## src/rtl/alu_pkg.sv

```systemverilog
// Shared definitions for the ALU and the arbiter that sequences it.
//   F_*    : 3-bit ALU function codes (F_ILL is the one reserved code)
//   state_t: arbiter FSM states
//   WIDTH  : datapath width
package alu_pkg;

  localparam int WIDTH = 32;

  localparam logic [2:0] F_AND  = 3'b000;
  localparam logic [2:0] F_OR   = 3'b001;
  localparam logic [2:0] F_ADD  = 3'b010;
  localparam logic [2:0] F_ILL  = 3'b011;
  localparam logic [2:0] F_ANDN = 3'b100;
  localparam logic [2:0] F_ORN  = 3'b101;
  localparam logic [2:0] F_SUB  = 3'b110;
  localparam logic [2:0] F_SLT  = 3'b111;

  typedef enum logic [1:0] {
    IDLE = 2'd0,
    EXEC = 2'd1,
    RESP = 2'd2
  } state_t;

endpackage

```

## src/rtl/alu.sv

```systemverilog
// Combinational 32-bit ALU.
//   f    in  3      function code (see alu_pkg F_*)
//   a    in  WIDTH  operand a
//   b    in  WIDTH  operand b
//   y    out WIDTH  result (0 for the reserved code)
//   zero out 1      y == 0
module alu
  import alu_pkg::*;
(
  input  logic [2:0]       f,
  input  logic [WIDTH-1:0] a,
  input  logic [WIDTH-1:0] b,
  output logic [WIDTH-1:0] y,
  output logic             zero
);

  always_comb begin
    y = '0;
    case (f)
      F_AND:   y = a & b;
      F_OR:    y = a | b;
      F_ADD:   y = a + b;
      F_ANDN:  y = a & ~b;
      F_ORN:   y = a | ~b;
      F_SUB:   y = a - b;
      F_SLT:   y = {{(WIDTH-1){1'b0}}, ($signed(a) < $signed(b))};
      default: y = '0;
    endcase
  end

  assign zero = (y == '0);

endmodule

```

## src/rtl/alu_arbiter.sv

```systemverilog
// Round-robin arbiter sharing one ALU between NREQ requesters.
// Each accepted operation walks IDLE -> EXEC -> RESP; the response is held
// until the consumer takes it, and only then is a new request accepted.
//   clk, reset            clock, synchronous active-high reset
//   req_valid/req_ready   per-requester handshake (NREQ bits)
//   req_f/req_a/req_b     packed per-requester function and operands
//   rsp_valid/rsp_ready   response handshake
//   rsp_id/y/zero/err     owner index, result, zero flag, illegal-code flag
//   busy                  FSM not in IDLE
//   op_count              completed responses, wraps at 16 bits
module alu_arbiter
  import alu_pkg::*;
#(
  parameter int NREQ = 2,
  parameter int IDW  = (NREQ > 1) ? $clog2(NREQ) : 1
) (
  input  logic                  clk,
  input  logic                  reset,
  input  logic [NREQ-1:0]       req_valid,
  output logic [NREQ-1:0]       req_ready,
  input  logic [3*NREQ-1:0]     req_f,
  input  logic [WIDTH*NREQ-1:0] req_a,
  input  logic [WIDTH*NREQ-1:0] req_b,
  output logic                  rsp_valid,
  input  logic                  rsp_ready,
  output logic [IDW-1:0]        rsp_id,
  output logic [WIDTH-1:0]      rsp_y,
  output logic                  rsp_zero,
  output logic                  rsp_err,
  output logic                  busy,
  output logic [15:0]           op_count
);

  // Returns {found, index}: the first requester with valid set, searching
  // upward from p and wrapping at NREQ. Lower offsets overwrite higher ones.
  function automatic logic [IDW:0] rr_pick(input logic [NREQ-1:0] v,
                                           input logic [IDW-1:0]  p);
    logic [IDW:0]     res;
    logic [IDW-1:0]   idx;
    logic [NREQ-1:0]  sh;
    int               j;
    res = '0;
    for (int k = NREQ - 1; k >= 0; k--) begin
      j = int'(p) + k;
      if (j >= NREQ) j = j - NREQ;
      idx = IDW'(j);
      sh  = v >> idx;
      if (sh[0]) res = {1'b1, idx};
    end
    return res;
  endfunction

  state_t             r_state;
  state_t             w_state_nxt;
  logic [IDW-1:0]     r_ptr;
  logic [IDW-1:0]     r_id;
  logic [2:0]         r_f;
  logic [WIDTH-1:0]   r_a;
  logic [WIDTH-1:0]   r_b;
  logic [WIDTH-1:0]   r_y;
  logic               r_zero;
  logic               r_err;
  logic [15:0]        r_cnt;

  logic [IDW:0]       w_pick;
  logic               w_found;
  logic [IDW-1:0]     w_win;
  logic [IDW-1:0]     w_ptr_nxt;
  logic               w_accept;
  logic [NREQ-1:0]    w_ready;
  logic [2:0]         w_sel_f;
  logic [WIDTH-1:0]   w_sel_a;
  logic [WIDTH-1:0]   w_sel_b;
  logic [WIDTH-1:0]   w_alu_y;
  logic               w_alu_zero;
  logic               w_ill;

  assign w_pick  = rr_pick(req_valid, r_ptr);
  assign w_found = w_pick[IDW];
  assign w_win   = w_pick[IDW-1:0];

  assign w_ptr_nxt = (w_win == IDW'(NREQ - 1)) ? '0 : w_win + IDW'(1);

  // Operand mux for the winning requester
  assign w_sel_f = 3'(req_f >> (3 * int'(w_win)));
  assign w_sel_a = WIDTH'(req_a >> (WIDTH * int'(w_win)));
  assign w_sel_b = WIDTH'(req_b >> (WIDTH * int'(w_win)));

  // Grant is combinational in IDLE; suppressed while reset is high so no
  // requester believes it was accepted in a cycle the FSM ignores.
  always_comb begin
    w_state_nxt = r_state;
    w_ready     = '0;
    w_accept    = 1'b0;
    case (r_state)
      IDLE: begin
        if (w_found && !reset) begin
          w_ready     = NREQ'(1) << w_win;
          w_accept    = 1'b1;
          w_state_nxt = EXEC;
        end
      end
      EXEC:    w_state_nxt = RESP;
      RESP:    if (rsp_ready) w_state_nxt = IDLE;
      default: w_state_nxt = IDLE;
    endcase
  end

  // ---- accept stage: operand capture (data only, no reset needed) ----
  always_ff @(posedge clk) begin
    if (w_accept) begin
      r_f <= w_sel_f;
      r_a <= w_sel_a;
      r_b <= w_sel_b;
    end
  end

  // ---- execute stage: the shared ALU runs from the operand registers ----
  alu u_alu (
    .f    (r_f),
    .a    (r_a),
    .b    (r_b),
    .y    (w_alu_y),
    .zero (w_alu_zero)
  );

  assign w_ill = (r_f == F_ILL);

  // ---- response stage: control, result hold and completion count ----
  always_ff @(posedge clk) begin
    if (reset) begin
      r_state <= IDLE;
      r_ptr   <= '0;
      r_id    <= '0;
      r_y     <= '0;
      r_zero  <= 1'b0;
      r_err   <= 1'b0;
      r_cnt   <= '0;
    end else begin
      r_state <= w_state_nxt;
      if (w_accept) begin
        r_id  <= w_win;
        r_ptr <= w_ptr_nxt;
      end
      if (r_state == EXEC) begin
        // The reserved code reports a forced zero result with the error flag
        r_y    <= w_ill ? '0 : w_alu_y;
        r_zero <= w_ill ? 1'b1 : w_alu_zero;
        r_err  <= w_ill;
      end
      if (r_state == RESP && rsp_ready) begin
        r_cnt <= r_cnt + 16'd1;
      end
    end
  end

  assign req_ready = w_ready;
  assign rsp_valid = (r_state == RESP);
  assign rsp_id    = r_id;
  assign rsp_y     = r_y;
  assign rsp_zero  = r_zero;
  assign rsp_err   = r_err;
  assign busy      = (r_state != IDLE);
  assign op_count  = r_cnt;

endmodule

```

## config.mk

```make
export PLATFORM = sky130hd
export DESIGN_NAME = alu_arbiter
export DESIGN_NICKNAME = d
export VERILOG_FILES = /design/src/rtl/alu_pkg.sv /design/src/rtl/alu.sv /design/src/rtl/alu_arbiter.sv
export SDC_FILE = /design/constraint.sdc
export NUM_CORES = 1
export LEC_CHECK = 0
export BUFFER_PORTS_ARGS = -buffer_cell sky130_fd_sc_hd__buf_2
export CAP_MARGIN = 30
export CORE_MARGIN = 1
export CORE_UTILIZATION = 40
export DETAILED_ROUTE_END_ITERATION = 6
export PLACE_DENSITY = 0.7
export SLEW_MARGIN = 20
export SYNTH_ARGS = -nofsm -noshare
export SYNTH_HDL_FRONTEND = slang
export SYNTH_HIERARCHICAL = 1
export SYNTH_SLANG_ARGS = --single-unit
```

## constraint.sdc

```tcl
create_clock -name clk -period 3.75 [get_ports clk]
set_input_delay 0.75 -clock clk [delete_from_list [all_inputs] [get_ports clk]]
set_output_delay 0.75 -clock clk [all_outputs]
set_load 0.01 [all_outputs]
```

==> summary.md <==
| Metric | Value |
|---|---|
| Initial DRT Pass Iterations | 6 |
| Total Nets Final | between 1,500 and 2,000 |
| Gate count of the mapped netlist | 1,164 |
| Outcome | complete, but fails checks |
| Wire length per cell after detailed routing | 18.6 microns |
| Core footprint | approximately 25,000 sq um |
| Sequential group share of total power | 0.303 |
| Final worst setup slack | -265 ps |
| Number of global-route vias before repair | 9,907 |
| RSZ-0062 raised after global routing | true |
| Portion of total power attributed to combinational logic | 0.382 |
| Asr flop ratio synth | 0 |
| Startpoint type of the worst setup path | flop |
| Area share of the largest cell type after synthesis | 0.198 |
| Floorplan die area | about 26,000 sq um |
| Horiz. Die Dim | 161 microns |
| Share of the cycle needed by the critical path after routing | 1.07 |
| Remaining antenna violation count after routing | 0 |
| Longest Clk Path Bufs | 2 |
| Final-layout setup total negative slack | -265 ps |
| Share of layout cells above drive strength 1 | 0.388 |
| Placed wire-length estimate | 26.8 mm |
| Number of failing setup endpoints in the final timing report | 1 |
| Final weighted congestion in routability-driven placement | 0.962 |
| Total GRT Usage | 0.265 |
| Sw Share | 0.367 |
| Worst hold slack | 452 ps |
| Leading post-synthesis cells by cell area | edfxtp_1 20%, dfxtp_1 11%, ha_1 7.9% |
| Seq/Total Area, Yosys | 0.304 |
| Most common cell after layout, fill and taps aside | buf_4 |
| Worst setup skew after layout | 15.4 ps |
| Total met2 wirelength after detailed routing | 15.2 mm |
| Placed inst area | between 10,000 and 15,000 sq um |
| Mean cell area of the mapped netlist | 8.73 sq um |
| Flops & latches, synth | roughly 120 |
| Area added between synthesis and finish | 33.9% |
| Rows | 57 |
| Highest signal layer in the routed design | met4 |
| Sink count of the clock tree | ~120 |
| Worst skew pair latency | 440 ps |
| Area used by multi-input combinational logic | 6700 sq um |
| Commonest non-fill, non-tap cells in the layout | 203 x buf_4, 193 x buf_2, 118 x nor2_1, 80 x a21oi_1, 74 x inv_1 |
| Register-to-register path setup slack | -270 ps |
| Cell-internal power | 3300 uW |
| Wire length of the first global-routing pass | 53.7 mm |
| Final instance area | 13,600 sq um |
| Post-synthesis net count | 1,369 |
| Met1 layer wirelength in the final routing | around 16 mm |
| Total power draw | 5220 uW |
| Transition time at the pin with the least slew margin | 893 ps |
| Number of placed I/O pins | between 150 and 200 |
| Worst min-delay path class | flop to flop |
| Cell taking the most area after synthesis | edfxtp_1 |
| Number of enable flip-flop cells after synthesis | between 60 and 70 |
| Effective utilization at floorplan | 0.413 |
| Height of the chip | 161 microns |
| Initial antenna violation count | 1 |
| Headroom to the max-slew limit | 0.404 |
| Ys flop type | edfxtp_1 |
| Final critical path time including I/O delays and setup | 4020 ps |
| Net switching power | about 1900 uW |
| CP arrival | 4360 ps |
| Count of filler cells inserted in the layout | 2,258 |
| DR vias | approximately 10,000 |
| Areal power density over the cells | 384 nW/um^2 |
| Port buffer count | 193 |
| Reg clk slew, reported paths | 70 ps |
| Worst-path fanout max | 8 |
| Worst supply voltage drop on vdd | 0.268 mV |
| Detailed Route Iter0 Violations | 837 |
| Share of power burned in the clock network | 0.315 |
| # DRC | 0 |
| Per-cell via count in the routed design | between 5 and 6 |
| Pre-CTS WS | -302 ps |
| Maximum clock frequency | 0.249 GHz |
| Overflow left after global routing | 0 |
| Sequential standard cell area | around 3100 sq um |
| Number of pins exceeding their max-slew limit in the final report | 0 |
| Critical path type | flop to flop |
| Required time at the endpoint of the critical path | 4100 ps |
| CTS Buf Count | 17 |
| Yosys warns | 6 |
| Routed wire length | ~34 mm |
| Final count of hold timing violations | 0 |
| Pin count of the biggest net entering global routing | 68 |
| Synth cell types | 98 |
| Netlist Area Pre-Place | 10,200 sq um |
| Kind of capture point of the worst setup path | flop |
| Failing checks | negative setup slack |
| Library cell used as clock root buffer | clkbuf_16 |
| Length of routed met3 wiring | 2.69 mm |
| Leakage power | 0.00595 uW |
| Number of violations of the max-capacitance limit | 0 |
| Number of levels the H-tree was split into | 4 |
| CTS tree | yes |
## what timing repair did
item / CTS / global route
endpoints found under the setup margin: 1 / 4
hold endpoints to repair: 0 / 0
pin swaps: 17 / 25
buffers inserted: 5 / 5
hold buffers: 0 / 0
gates resized for setup: 20 / 41
## power by group through the flow
stage / clock (uW) / sequential (uW) / combinational (uW)
2_1_floorplan: 0 / 1610 / 1080
3_3_place_gp: 0 / 1600 / 1850
3_5_place_dp: 0 / 1610 / 1860
4_1_cts: 1670 / 1580 / 1900
5_1_grt: 1720 / 1590 / 2150
6_report: 1640 / 1580 / 1990
## registers in the layout (all words and copies together) (netlist names)
name	flops
rsp_id	1
r_state	2
rsp_err	1
rsp_y	32
r_a	32
rsp_zero	1
op_count	16
r_ptr	1
r_f	3
r_b	32
## critical path, stage by stage, from the launching register on
cell and delay [ps]:
edfxtp_1 360, inv_1 50, ha_1 440, nor2b_1 120, nor4_1 550, a21oi_2 160
a21oi_2 200, buf_4 140, o221ai_1 110, mux2i_1 210, and4b_1 240, and4b_1 210
o211ai_1 140, or4_4 530, nor4_4 210, inv_1 70, a221oi_2 190
## cell families (layout without fill, tap and decap cells)
group / Yosys count / after routing / synth area share
DFF: 121 / 121 / 0.304
AOI/OAI and AO/OA: 334 / 334 / 0.230
muxes: 77 / 77 / 0.0842
and+or+nand+nor: 351 / 351 / 0.176
xor gates and xnor gates: 54 / 54 / 0.0465
other: 0 / 1 / 0
buffers and inverters: 148 / 510 / 0.0633
adders and majority gates: 79 / 79 / 0.0955
## path summary, 6_finish.rpt
| check | to | start | cells after the start |
|---|---|---|---|
| max | rsp_zero | r_b[7] | 16 |
| min | rsp_err | rsp_err | 2 |
| max reg2reg | rsp_zero | r_b[7] | 16 |
| min reg2reg | rsp_err | rsp_err | 2 |
## metrics by stage
stage          instances   util
3_3_place_gp        1808  0.516
2_1_floorplan       1164      -
6_report            1851  0.553
3_5_place_dp        1808  0.516
5_1_grt             1850  0.553
4_1_cts             1845  0.543
## cells in the mapped netlist, drive strengths merged (6+ instances only)
cell type,n
a21o,11
o221ai,8
o311ai,7
xnor2,25
a22oi,33
nand2b,18
buf,46
and2,10
o31ai,9
ha,64
dfxtp,54
nand2,73
a211oi,11
a2111oi,6
o21ai,63
o211ai,10
o21bai,10
a221oi,7
nor3,26
inv,77
nor2,121
a21oi,88
or2,8
o21a,6
xor2,29
o22ai,18
mux2i,9
maj3,13
nor2b,19
a31oi,9
nand4,10
edfxtp,67
mux2,68
nand3,26
clkbuf,23
nor4,17
## layer usage
| layer | vias up | global-route usage |
|---|---|---|
| li1 | 4967 | - |
| met1 | 4899 | 0.374 |
| met2 | 394 | 0.405 |
| met3 | 45 | 0.0529 |
| met4 | 0 | 0.0853 |
| met5 | - | 0 |
## final cells by class
class / count / share of cell area
Inverter: 79 / 0.0218
Clock inverter: 15 / 0.0108
Multi-Input combinational cell: 895 / 0.492
Clock buffer: 17 / 0.0313
Antenna cell: 1 / 0.000184
Tap cell: 324 / 0.0298
Timing Repair Buffer: 399 / 0.187
Sequential cell: 121 / 0.227
Note: power is estimated with default switching activity, not from simulation.
